==> config.mk <==
export PLATFORM = sky130hd
export DESIGN_NAME = mem_stage
export DESIGN_NICKNAME = d
export VERILOG_FILES = /design/src/rtl/proc_pkg.sv /design/src/rtl/mem_timeout_ctr.sv /design/src/rtl/register.sv /design/src/rtl/mem_stage.sv
export SDC_FILE = /design/constraint.sdc
export NUM_CORES = 1
export LEC_CHECK = 0
export CAP_MARGIN = 30
export CORE_MARGIN = 5
export CORE_UTILIZATION = 25
export DETAILED_ROUTE_END_ITERATION = 7
export PLACE_DENSITY = 0.62
export SETUP_SLACK_MARGIN = 0.2
export SYNTH_ARGS = -nofsm -noshare
export SYNTH_HDL_FRONTEND = slang
export SYNTH_SLANG_ARGS = --single-unit
==> constraint.sdc <==
create_clock -name clock -period 1.77 [get_ports clock]
set_clock_uncertainty 0.1 [all_clocks]
set_input_delay 0.177 -clock clock [delete_from_list [all_inputs] [get_ports clock]]
set_output_delay 0.177 -clock clock [all_outputs]
set_load 0.02 [all_outputs]
==> src/rtl/proc_pkg.sv <==
`default_nettype none
// ============================================================================
// Module   : proc_pkg
// Purpose  : Shared pipeline definitions: memory opcodes, memory-stage state
//            encoding and the NOP instruction word.
// Ports    : none (package)
// Revision : 1.0 - initial release
// ============================================================================
package proc_pkg;

    localparam logic [4:0]  OP_LW  = 5'b01000;
    localparam logic [4:0]  OP_SW  = 5'b00111;
    localparam logic [31:0] NOP_IR = 32'h0;

    typedef enum logic {
        IDLE   = 1'b0,
        ACCESS = 1'b1
    } mem_state_t;

    function automatic logic [4:0] ir_opcode(input logic [31:0] ir);
        return ir[31:27];
    endfunction

endpackage : proc_pkg
`default_nettype wire

==> src/rtl/mem_timeout_ctr.sv <==
`default_nettype none
// ============================================================================
// Module   : mem_timeout_ctr
// Purpose  : 8-bit cycle counter for an outstanding memory access. Clear has
//            priority over enable; tc flags count == TC_VAL.
// Ports    : clock, ctrl_reset (async, active-low), clear, enable -> tc
// Revision : 1.0 - initial release
// ============================================================================
module mem_timeout_ctr #(
    parameter logic [7:0] TC_VAL = 8'd15
) (
    input  logic clock,
    input  logic ctrl_reset,
    input  logic clear,
    input  logic enable,
    output logic tc
);

    logic [7:0] count_q;
    logic [7:0] count_d;

    always_comb begin
        count_d = count_q;
        if (clear) begin
            count_d = 8'd0;
        end else if (enable) begin
            count_d = count_q + 8'd1;
        end
    end

    always_ff @(posedge clock or negedge ctrl_reset) begin
        if (!ctrl_reset) begin
            count_q <= 8'd0;
        end else begin
            count_q <= count_d;
        end
    end

    assign tc = (count_q == TC_VAL);

endmodule : mem_timeout_ctr
`default_nettype wire

==> src/rtl/register.sv <==
`default_nettype none
// ============================================================================
// Module   : register
// Purpose  : Generic pipeline register with load enable and async clear.
// Ports    : clock, ctrl_reset (async, active-low), input_enable, d -> q
// Revision : 1.0 - initial release
// ============================================================================
module register #(
    parameter int WIDTH = 32
) (
    input  logic             clock,
    input  logic             ctrl_reset,
    input  logic             input_enable,
    input  logic [WIDTH-1:0] d,
    output logic [WIDTH-1:0] q
);

    always_ff @(posedge clock or negedge ctrl_reset) begin
        if (!ctrl_reset) begin
            q <= '0;
        end else if (input_enable) begin
            q <= d;
        end
    end

endmodule : register
`default_nettype wire

==> src/rtl/mem_stage.sv <==
`default_nettype none
// ============================================================================
// Module   : mem_stage
// Purpose  : Pipeline memory-access stage. Passes non-memory instructions
//            through in one cycle; runs lw/sw over a req/ack data port while
//            stalling X/M, abandoning an access after TIMEOUT cycles.
// Ports    : clock, ctrl_reset (async, active-low)
//            in_O/in_B/in_ir/in_valid  - from X/M register
//            stall                     - holds X/M register
//            dmem_req/we/addr/wdata    - registered memory request
//            dmem_ack/rdata            - memory response
//            out_O/out_D/out_ir/out_valid - to M/W register
//            mem_error                 - sticky timeout flag
// Revision : 1.0 - initial release
// ============================================================================
module mem_stage
    import proc_pkg::*;
#(
    parameter int ADDR_W  = 12,
    parameter int TIMEOUT = 16
) (
    input  logic              clock,
    input  logic              ctrl_reset,
    input  logic [31:0]       in_O,
    input  logic [31:0]       in_B,
    input  logic [31:0]       in_ir,
    input  logic              in_valid,
    output logic              stall,
    output logic              dmem_req,
    output logic              dmem_we,
    output logic [ADDR_W-1:0] dmem_addr,
    output logic [31:0]       dmem_wdata,
    input  logic              dmem_ack,
    input  logic [31:0]       dmem_rdata,
    output logic [31:0]       out_O,
    output logic [31:0]       out_D,
    output logic [31:0]       out_ir,
    output logic              out_valid,
    output logic              mem_error
);

    logic is_lw;
    logic is_sw;
    logic is_mem;

    assign is_lw  = (ir_opcode(in_ir) == OP_LW);
    assign is_sw  = (ir_opcode(in_ir) == OP_SW);
    assign is_mem = in_valid & (is_lw | is_sw);

    mem_state_t        state_q, state_d;
    logic              dmem_req_q, dmem_req_d;
    logic              dmem_we_q, dmem_we_d;
    logic [ADDR_W-1:0] dmem_addr_q, dmem_addr_d;
    logic [31:0]       dmem_wdata_q, dmem_wdata_d;
    logic [31:0]       cap_o_q, cap_o_d;
    logic [31:0]       cap_ir_q, cap_ir_d;
    logic              cap_lw_q, cap_lw_d;
    logic              mem_error_q, mem_error_d;
    logic              out_valid_q, out_valid_d;
    logic [31:0]       out_o_d;
    logic [31:0]       out_d_d;
    logic [31:0]       out_ir_d;
    logic              tc;

    // Counter sits at zero throughout IDLE and advances on every ACCESS cycle
    // without an ack, so tc marks the TIMEOUT-th ACCESS cycle.
    mem_timeout_ctr #(
        .TC_VAL (8'(TIMEOUT - 1))
    ) u_timeout_ctr (
        .clock      (clock),
        .ctrl_reset (ctrl_reset),
        .clear      (state_q == IDLE),
        .enable     ((state_q == ACCESS) & ~dmem_ack),
        .tc         (tc)
    );

    always_comb begin
        state_d      = state_q;
        dmem_req_d   = dmem_req_q;
        dmem_we_d    = dmem_we_q;
        dmem_addr_d  = dmem_addr_q;
        dmem_wdata_d = dmem_wdata_q;
        cap_o_d      = cap_o_q;
        cap_ir_d     = cap_ir_q;
        cap_lw_d     = cap_lw_q;
        mem_error_d  = mem_error_q;
        out_valid_d  = 1'b0;
        out_o_d      = 32'h0;
        out_d_d      = 32'h0;
        out_ir_d     = NOP_IR;
        stall        = 1'b0;

        case (state_q)
            IDLE: begin
                if (is_mem) begin
                    stall        = 1'b1;
                    state_d      = ACCESS;
                    dmem_req_d   = 1'b1;
                    dmem_we_d    = is_sw;
                    dmem_addr_d  = in_O[ADDR_W-1:0];
                    dmem_wdata_d = in_B;
                    cap_o_d      = in_O;
                    cap_ir_d     = in_ir;
                    cap_lw_d     = is_lw;
                end else begin
                    out_o_d     = in_O;
                    out_ir_d    = in_ir;
                    out_valid_d = in_valid;
                end
            end
            ACCESS: begin
                // Ack is checked before tc so an ack on the last allowed
                // cycle completes normally and leaves mem_error untouched.
                if (dmem_ack) begin
                    state_d     = IDLE;
                    dmem_req_d  = 1'b0;
                    dmem_we_d   = 1'b0;
                    out_o_d     = cap_o_q;
                    out_ir_d    = cap_ir_q;
                    out_d_d     = cap_lw_q ? dmem_rdata : 32'h0;
                    out_valid_d = 1'b1;
                end else if (tc) begin
                    state_d     = IDLE;
                    dmem_req_d  = 1'b0;
                    mem_error_d = 1'b1;
                    out_o_d     = cap_o_q;
                    out_ir_d    = cap_ir_q;
                    out_valid_d = 1'b1;
                end else begin
                    stall = 1'b1;
                end
            end
            default: state_d = IDLE;
        endcase
    end

    always_ff @(posedge clock or negedge ctrl_reset) begin
        if (!ctrl_reset) begin
            state_q      <= IDLE;
            dmem_req_q   <= 1'b0;
            dmem_we_q    <= 1'b0;
            dmem_addr_q  <= '0;
            dmem_wdata_q <= 32'h0;
            cap_o_q      <= 32'h0;
            cap_ir_q     <= NOP_IR;
            cap_lw_q     <= 1'b0;
            mem_error_q  <= 1'b0;
            out_valid_q  <= 1'b0;
        end else begin
            state_q      <= state_d;
            dmem_req_q   <= dmem_req_d;
            dmem_we_q    <= dmem_we_d;
            dmem_addr_q  <= dmem_addr_d;
            dmem_wdata_q <= dmem_wdata_d;
            cap_o_q      <= cap_o_d;
            cap_ir_q     <= cap_ir_d;
            cap_lw_q     <= cap_lw_d;
            mem_error_q  <= mem_error_d;
            out_valid_q  <= out_valid_d;
        end
    end

    register #(.WIDTH(32)) u_out_o (
        .clock (clock), .ctrl_reset (ctrl_reset), .input_enable (1'b1),
        .d (out_o_d), .q (out_O)
    );

    register #(.WIDTH(32)) u_out_d (
        .clock (clock), .ctrl_reset (ctrl_reset), .input_enable (1'b1),
        .d (out_d_d), .q (out_D)
    );

    register #(.WIDTH(32)) u_out_ir (
        .clock (clock), .ctrl_reset (ctrl_reset), .input_enable (1'b1),
        .d (out_ir_d), .q (out_ir)
    );

    assign dmem_req   = dmem_req_q;
    assign dmem_we    = dmem_we_q;
    assign dmem_addr  = dmem_addr_q;
    assign dmem_wdata = dmem_wdata_q;
    assign out_valid  = out_valid_q;
    assign mem_error  = mem_error_q;

endmodule : mem_stage
`default_nettype wire
==> results.md, run 1 <==
- Status: finished with violations
- Failing checks: setup timing
- Fmax: around 0.49 GHz
- DRT iter0 DRCs: between 200 and 250
- Worst-case reg-to-reg path depth: 8
- GPL Wtd Cong: 0.713
- Final Max Slew Viols: 0
- Tightest Pin Transition: about 0.37 ns
- CTS tree: built
- Die ar.: 0.0346 mm^2
- H-Tree Depth: 1
- Yosys top cell by area: dfrtp_1
- WP data required: 1.49 ns
- Clk_lat worst skew: just over 0.5 ns
- Multi-input gate area: around 0.0024 mm^2
- Num ports: ~280
- Pwr Total: about 17 mW
- Nets@finish: around 960
- CP max FO: 3
- Minimum clock period: between 2 and 2.5 ns
- Worst path slowest cell: dfrtp_1
- Die H: approximately 190 um
- Final global-route overflow total: 0
- Async SR Flop Fraction: 1.00
- CP Cell Sequence: ha_2 > and3_4 > a41o_4 > a21oi_4 > buf_6
- Final HPWL DP: 15200 um
- Clock slew at reported path FFs: ~0.06 ns
- Yosys cell types: 38
- Logic pwr share: 0.324
- Hold depth: 3
- Min setup slack post-route: -0.268 ns
- Clock power frac: 0.278
- Fin crit share: 1.15
- WL per Instance: between 15 and 20 um
- IO Port Bufs: approximately 280
- Die W: approximately 190 um
- Worst Hold Class: in -> reg
- Number of fill cells: 2875
- Via count: between 5000 and 6000
- Launching point of the worst reg2reg path: u_timeout_ctr.count_q[0]
- Number of global-route vias before repair: 5849
- Num rows: 64
- R2r setup slk: -0.21 ns
- Core Util, Final: 0.414
- DRT Pass-1 Iters: 4
- Largest net degree at the start of global routing: 55
- Gr usage total: 0.129
- FF+latch count, synth: approximately 210
- Sequential cell fraction of total power: 0.398
- Type of origin of the critical path: flop
- Initial core utilization: 0.253
- Top Family by Delay on Critical Path: flip-flops
- Drt drc: 0
- Share of cells above drive strength 1: 0.264
- Num CTS Buffers: 24
- Final wirelength: 23800 um
- EDFF count, synth: 0
- CP Class: reg -> out
- Most used DFF post-synth: dfrtp_1
- Mapped cell area: ~0.0077 mm^2
- Num Clock Sinks: 206
- Max-slew headroom: 0.754
- Number of synthesis warnings: 0
- Final ANT Viol Nets: 0
- Core box area: roughly 0.031 mm^2
- FF+latch area: 0.00516 mm^2
- WP data arrival: 1.76 ns
- Syn Nets: 631
- Switching Fraction: 0.307
- Syn_area_per_cell: between 15 and 20 um^2
- First-pass GRT wire length: 34900 um
- Most frequent cell after synthesis: dfrtp_1
- Synth area leaders: dfrtp_1, mux2_2, a32o_1
- Cell-internal power: roughly 12 mW
- Static leakage: 5.98 nW
- Crit path buffers/inverters: 1
- P_sw: slightly above 5 mW
- Max Root-Sink Buffers: 3
- RSZ-0062 raised after global routing: yes
- Root Buffer: clkbuf_16
- HP Start: in_ir[29]
- Area added between synthesis and finish: 63.7%
- Synth top area share: 0.667
- Final setup viols: 132
- Final Hold Viols: 0
- Max-cap violation count: 0
- Mapped Cells: ~500
- Most frequent cells after synthesis: dfrtp_1, mux2_2, a32o_1
- Post-synthesis sequential area ratio: 0.667
- Pwr Density: roughly 1300 mW/mm^2
- Worst Setup End Kind: primary output
- Worst-case vdd ir drop: between 0.6 and 0.7 mV
- Place WS: -0.586 ns
- Worst hold path endpoint: cap_ir_q[29]
- Post-DR vias/cell: 4.45
- Initial antenna violation count: 0
- RR Endpoint: u_out_ir.q[20]
- Slowest cell delay on critical path: 0.38 ns
-- cells in the final DEF, fill, tap and decap left out, drive strengths merged, types with 2 or more instances in the layout --
cell,n
dfrtp,206
dlygate4sd2,143
clkdlybuf4s50,126
mux2,96
buf,74
a32o,63
clkbuf,39
and2,34
nor2,6
a21oi,6
nand2,5
clkdlybuf4s15,4
nand4b,3
o21ai,3
o21bai,2
a211o,2
or3,2
xor2,2
and3,2
inv,2
-- worst max-delay path by stage --
stage / start / cells after the start / slack [ns] / end
after floorplan: in_ir[27] / 6 / -0.12 / dmem_addr[0]
after global placement: in_ir[27] / 5 / -0.58 / dmem_addr[10]
after detailed placement: in_ir[27] / 5 / -0.59 / dmem_addr[3]
after CTS: u_timeout_ctr.count_q[0] / 5 / -0.31 / stall
after global routing: u_timeout_ctr.count_q[0] / 5 / -0.36 / stall
final: u_timeout_ctr.count_q[0] / 5 / -0.27 / stall
-- final cells by class --
| class | instances | area share |
|---|---|---|
| Antenna cell | 1 | 0.000198 |
| Clock buffer | 32 | 0.0539 |
| Clock inverter | 3 | 0.00366 |
| Inverter | 2 | 0.000692 |
| Multi-Input combinational cell | 242 | 0.188 |
| Sequential cell | 206 | 0.407 |
| Tap cell | 396 | 0.0391 |
| Timing Repair Buffer | 355 | 0.307 |
-- power groups by stage --
| stage | logic, mW | registers, mW | clock network, mW |
|---|---|---|---|
| final | 5.43 | 6.67 | 4.65 |
| after global routing | 5.80 | 6.83 | 5.04 |
| after CTS | 5.29 | 6.68 | 4.83 |
| after detailed placement | 5.63 | 6.79 | 0 |
| after global placement | 5.57 | 6.76 | 0 |
| after floorplan | 1.97 | 7.63 | 0 |
-- sequential cells by signal (all words and copies together), names as in the netlist, 8 cells and up --
signal                 cells
u_out_o.q                 32
dmem_addr                 11
u_out_ir.q                32
u_out_d.q                 32
u_timeout_ctr.count_q      8
dmem_wdata                32
cap_o_q                   21
cap_ir_q                  32
-- worst reg2reg max path: stages (launching register included) --
cell	delay, ns
dfrtp_1	0.38
ha_2	0.19
and3_4	0.17
a41o_4	0.22
buf_4	0.16
buf_12	0.15
buf_12	0.12
buf_4	0.14
a32o_1	0.21
-- per-layer routing --
metal | wire (um) | GRT usage | share of wire | up-vias
met1 | 9790 | 0.169 | 0.41 | 2778
met5 | 0 | 0 | 0 | -
met2 | 11400 | 0.209 | 0.48 | 200
met4 | 511 | 0.0277 | 0.021 | 0
met3 | 2120 | 0.0436 | 0.089 | 33
li1 | - | - | - | 2490
-- what timing repair did --
| item | 4_1_cts | 5_1_grt |
|---|---|---|
| hold buffers | 1 | 0 |
| pin swaps | 5 | 1 |
| setup buffers | 18 | 3 |
| gates resized for setup | 191 | 13 |
| endpoints found under the setup margin | 309 | 166 |
| cloned | 17 | 6 |
| endpoints found under the hold margin | 206 | 0 |
-- cell families (layout without fill, tap and decap cells) --
family,count (synthesis),count (layout),share of synthesized area
AO/OA/AOI/OAI,80,81,0.0961
adder cells (fa/ha/maj),1,1,0.00162
XOR/XNOR,3,3,0.00340
flip-flops,206,206,0.667
multiplexers,97,97,0.150
other,0,1,0
buffers and inverters,51,392,0.0356
AND/OR/NAND/NOR,60,60,0.0469
-- metrics by stage --
step	TNS, ns	area [um^2]	hold WS (ns)	std cells
after floorplan	-2.17	7840	-0.219	498
after detailed placement	-87.06	11200	0.0411	1156
after global placement	-85.28	11200	0.0416	1156
final	-10.71	12700	0.0443	1237
after CTS	-5.25	12500	0.0250	1227
after global routing	-16.54	12700	0.0353	1236
Note: power is estimated with default switching activity, not from simulation.
==> run 2: changes to the inputs <==
--- a/config.mk
+++ b/config.mk
@@ -11,6 +11,7 @@
 export DETAILED_ROUTE_END_ITERATION = 7
 export PLACE_DENSITY = 0.62
 export SETUP_SLACK_MARGIN = 0.2
+export SLEW_MARGIN = 0
 export SYNTH_ARGS = -nofsm -noshare
 export SYNTH_HDL_FRONTEND = slang
 export SYNTH_SLANG_ARGS = --single-unit
==> results of run 2 <==
The final DEF is identical to that of run 1; final timing and power are the same.
==> run 3: changes to the inputs <==
--- a/config.mk
+++ b/config.mk
@@ -6,11 +6,13 @@
 export NUM_CORES = 1
 export LEC_CHECK = 0
 export CAP_MARGIN = 30
+export CELL_PAD_IN_SITES_DETAIL_PLACEMENT = 2
+export CELL_PAD_IN_SITES_GLOBAL_PLACEMENT = 2
 export CORE_MARGIN = 5
 export CORE_UTILIZATION = 25
 export DETAILED_ROUTE_END_ITERATION = 7
-export PLACE_DENSITY = 0.62
-export SETUP_SLACK_MARGIN = 0.2
+export GPL_TIMING_DRIVEN = 0
+export PLACE_DENSITY = 0.82
 export SLEW_MARGIN = 0
 export SYNTH_ARGS = -nofsm -noshare
 export SYNTH_HDL_FRONTEND = slang
==> results.md, run 3 (synthesized netlist as in run 1, its figures left out) <==
- Initial antenna violation count: 2 (was 0)
- Core box area: 0.0306 mm^2 (unchanged)
- Root Buffer: clkbuf_16 (unchanged)
- Share of cells above drive strength 1: 0.239 (was 0.264)
- Nets@finish: 956 (was 964)
- Fin crit share: 1.32 (was 1.15)
- Placement-stage cell area: 0.0111 mm^2 (was 0.0112 mm^2)
- Num ports: 277 (unchanged)
- Antenna cells: 0 (was 1)
- CP max FO: 2 (was 3)
- HP Start: in_ir[28] (was in_ir[29])
- Slowest cell delay on critical path: 0.40 ns (was 0.38 ns)
- Die W: 186 um (unchanged)
- Final Hold Viols: 0 (unchanged)
- CP Class: reg -> out (unchanged)
- Via count: 5594 (was 5501)
- Final Max Slew Viols: 0 (unchanged)
- WL per Instance: 21.8 um (was 19.2 um)
- Worst Setup End Kind: primary output (unchanged)
- CTS tree: built (unchanged)
- Initial core utilization: 0.253 (unchanged)
- Most common cell after layout, fill and taps aside: dfrtp_1 (unchanged)
- Failing checks: setup timing (unchanged)
- Design Area, Final: 0.0122 mm^2 (was 0.0127 mm^2)
- Num Clock Sinks: 206 (unchanged)
- Worst-case vdd ir drop: 0.610 mV (was 0.688 mV)
- Worst-case reg-to-reg path depth: 7 (was 8)
- Minimum clock period: 2.34 ns (was 2.04 ns)
- Pwr Density: 1390 mW/mm^2 (was 1320 mW/mm^2)
- WP data required: 1.49 ns (about the same)
- IO Port Bufs: 275 (was 276)
- Die H: 186 um (unchanged)
- Num CTS Buffers: 25 (was 24)
- RSZ-0062 raised after global routing: yes (unchanged)
- Final wirelength: 27000 um (was 23800 um)
- RR Endpoint: u_out_o.q[15] (was u_out_ir.q[20])
- Worst path slowest cell: dfrtp_1 (unchanged)
- DRT Pass-1 Iters: 4 (unchanged)
- First-pass GRT wire length: 40100 um (was 34900 um)
- Drt drc: 0 (unchanged)
- Num rows: 64 (unchanged)
- Fmax: 0.428 GHz (was 0.491 GHz)
- Gr usage total: 0.150 (was 0.129)
- WP data arrival: 2.06 ns (was 1.76 ns)
- Clock slew at reported path FFs: 0.06 ns (about the same)
- Place WS: -1.66 ns (was -0.586 ns)
- R2r setup slk: -0.15 ns (was -0.21 ns)
- Launching point of the worst reg2reg path: u_timeout_ctr.count_q[0] (unchanged)
- Worst Hold Class: in -> reg (unchanged)
- Pwr Total: 17.0 mW (was 16.7 mW)
- Area added between synthesis and finish: 57.6% (was 63.7%)
- Most frequent cells in the layout: dfrtp_1, clkdlybuf4s50_1, dlygate4sd2_1 (was dfrtp_1, dlygate4sd2_1, clkdlybuf4s50_1)
- Status: finished with violations (unchanged)
- Number of global-route vias before repair: 6513 (was 5849)
- Dpl cells: 1171 (was 1156)
- GPL Wtd Cong: 0.705 (was 0.713)
- Max Root-Sink Buffers: 3 (unchanged)
- H-Tree Depth: 1 (unchanged)
- Final global-route overflow total: 0 (unchanged)
- Core Util, Final: 0.399 (was 0.414)
- Final ANT Viol Nets: 0 (unchanged)
- Min setup slack post-route: -0.568 ns (was -0.268 ns)
- CP Cell Sequence: ha_2 > and3_4 > a41o_4 > clkbuf_16 > buf_12 > a21oi_4 > buf_6 (was ha_2 > and3_4 > a41o_4 > a21oi_4 > buf_6)
- Largest net degree at the start of global routing: 82 (was 55)
- Post-DR vias/cell: 4.53 (was 4.45)
- Worst hold path endpoint: out_valid (was cap_ir_q[29])
- Tightest Pin Transition: 0.624 ns (was 0.368 ns)
- Static leakage: 5.98 nW (about the same)
- Die ar.: 0.0346 mm^2 (unchanged)
- Clk_lat worst skew: 0.51 ns (about the same)
- Final HPWL DP: 19400 um (was 15200 um)
- Final setup viols: 32 (was 132)
- DRT iter0 DRCs: 152 (was 241)
- Max-slew headroom: 0.584 (was 0.754)
- Non-Filler Instances: 1234 (was 1237)
- Max-cap violation count: 0 (unchanged)
- Hold depth: 5 (was 3)
- Type of origin of the critical path: flop (unchanged)
[run 3: critical path, delay by kind of cell (launching register included)]
family	cells	cell delay [ns]
buffers and inverters	3	0.43
DFF	1	0.40
AOI/OAI and AO/OA	2	0.34
adders and majority gates	1	0.20
and+or+nand+nor	1	0.17
[run 3: power breakdown]
group	total (mW)	switching, mW	internal (mW)
sequential	6.72	0.655	6.06
clock	4.79	1.98	2.81
combinational	5.49	2.77	2.72
[run 3: routing by layer]
metal / up-vias / track usage / wire length (um)
li1: 2460 / - / -
met1: 2877 / 0.174 / 10200
met2: 216 / 0.265 / 13500
met3: 39 / 0.0575 / 2680
met4: 2 / 0.0324 / 519
met5: - / 0 / 12
[run 3: area by class of cell]
type                    count  area [um^2]
multi-input cells         241         2330
plain buffers              49          445
clock buffers              32          672
flip-flops and latches    206         5160
clock inverters            10         83.8
inverters                   2         7.51
repair buffers            298         3000
fillers                  3067        18400
well taps                 396          495
[run 3: worst max-delay path by stage]
| stage | startpoint | end | slack [ns] | depth (start not counted) |
|---|---|---|---|---|
| final | u_timeout_ctr.count_q[0] | stall | -0.57 | 7 |
| after global routing | u_timeout_ctr.count_q[0] | stall | -0.65 | 7 |
| after CTS | u_timeout_ctr.count_q[1] | stall | -0.63 | 7 |
| after detailed placement | in_ir[30] | stall | -1.66 | 7 |
| after global placement | ctrl_reset | dmem_wdata[17] | -8.58 | 1 |
| after floorplan | in_ir[27] | dmem_addr[0] | -0.12 | 6 |
[run 3: timing repair]
| item | CTS | global route |
|---|---|---|
| cloned | 0 | 2 |
| setup endpoints to repair | 257 | 120 |
| buffers inserted | 8 | 4 |
| pin swaps | 2 | 4 |
| resized for setup | 140 | 47 |
| hold buffers | 5 | 3 |
| endpoints found under the hold margin | 130 | 5 |
[run 3: metrics by stage]
step | hold slack, ns | setup TNS (ns)
finish | 0.0540 | -4.13
global route | 0.0591 | -6.69
detailed placement | 0.0335 | -137.92
CTS | 0.00566 | -4.82
global placement | 0.367 | -1898.22
floorplan | -0.219 | -2.21
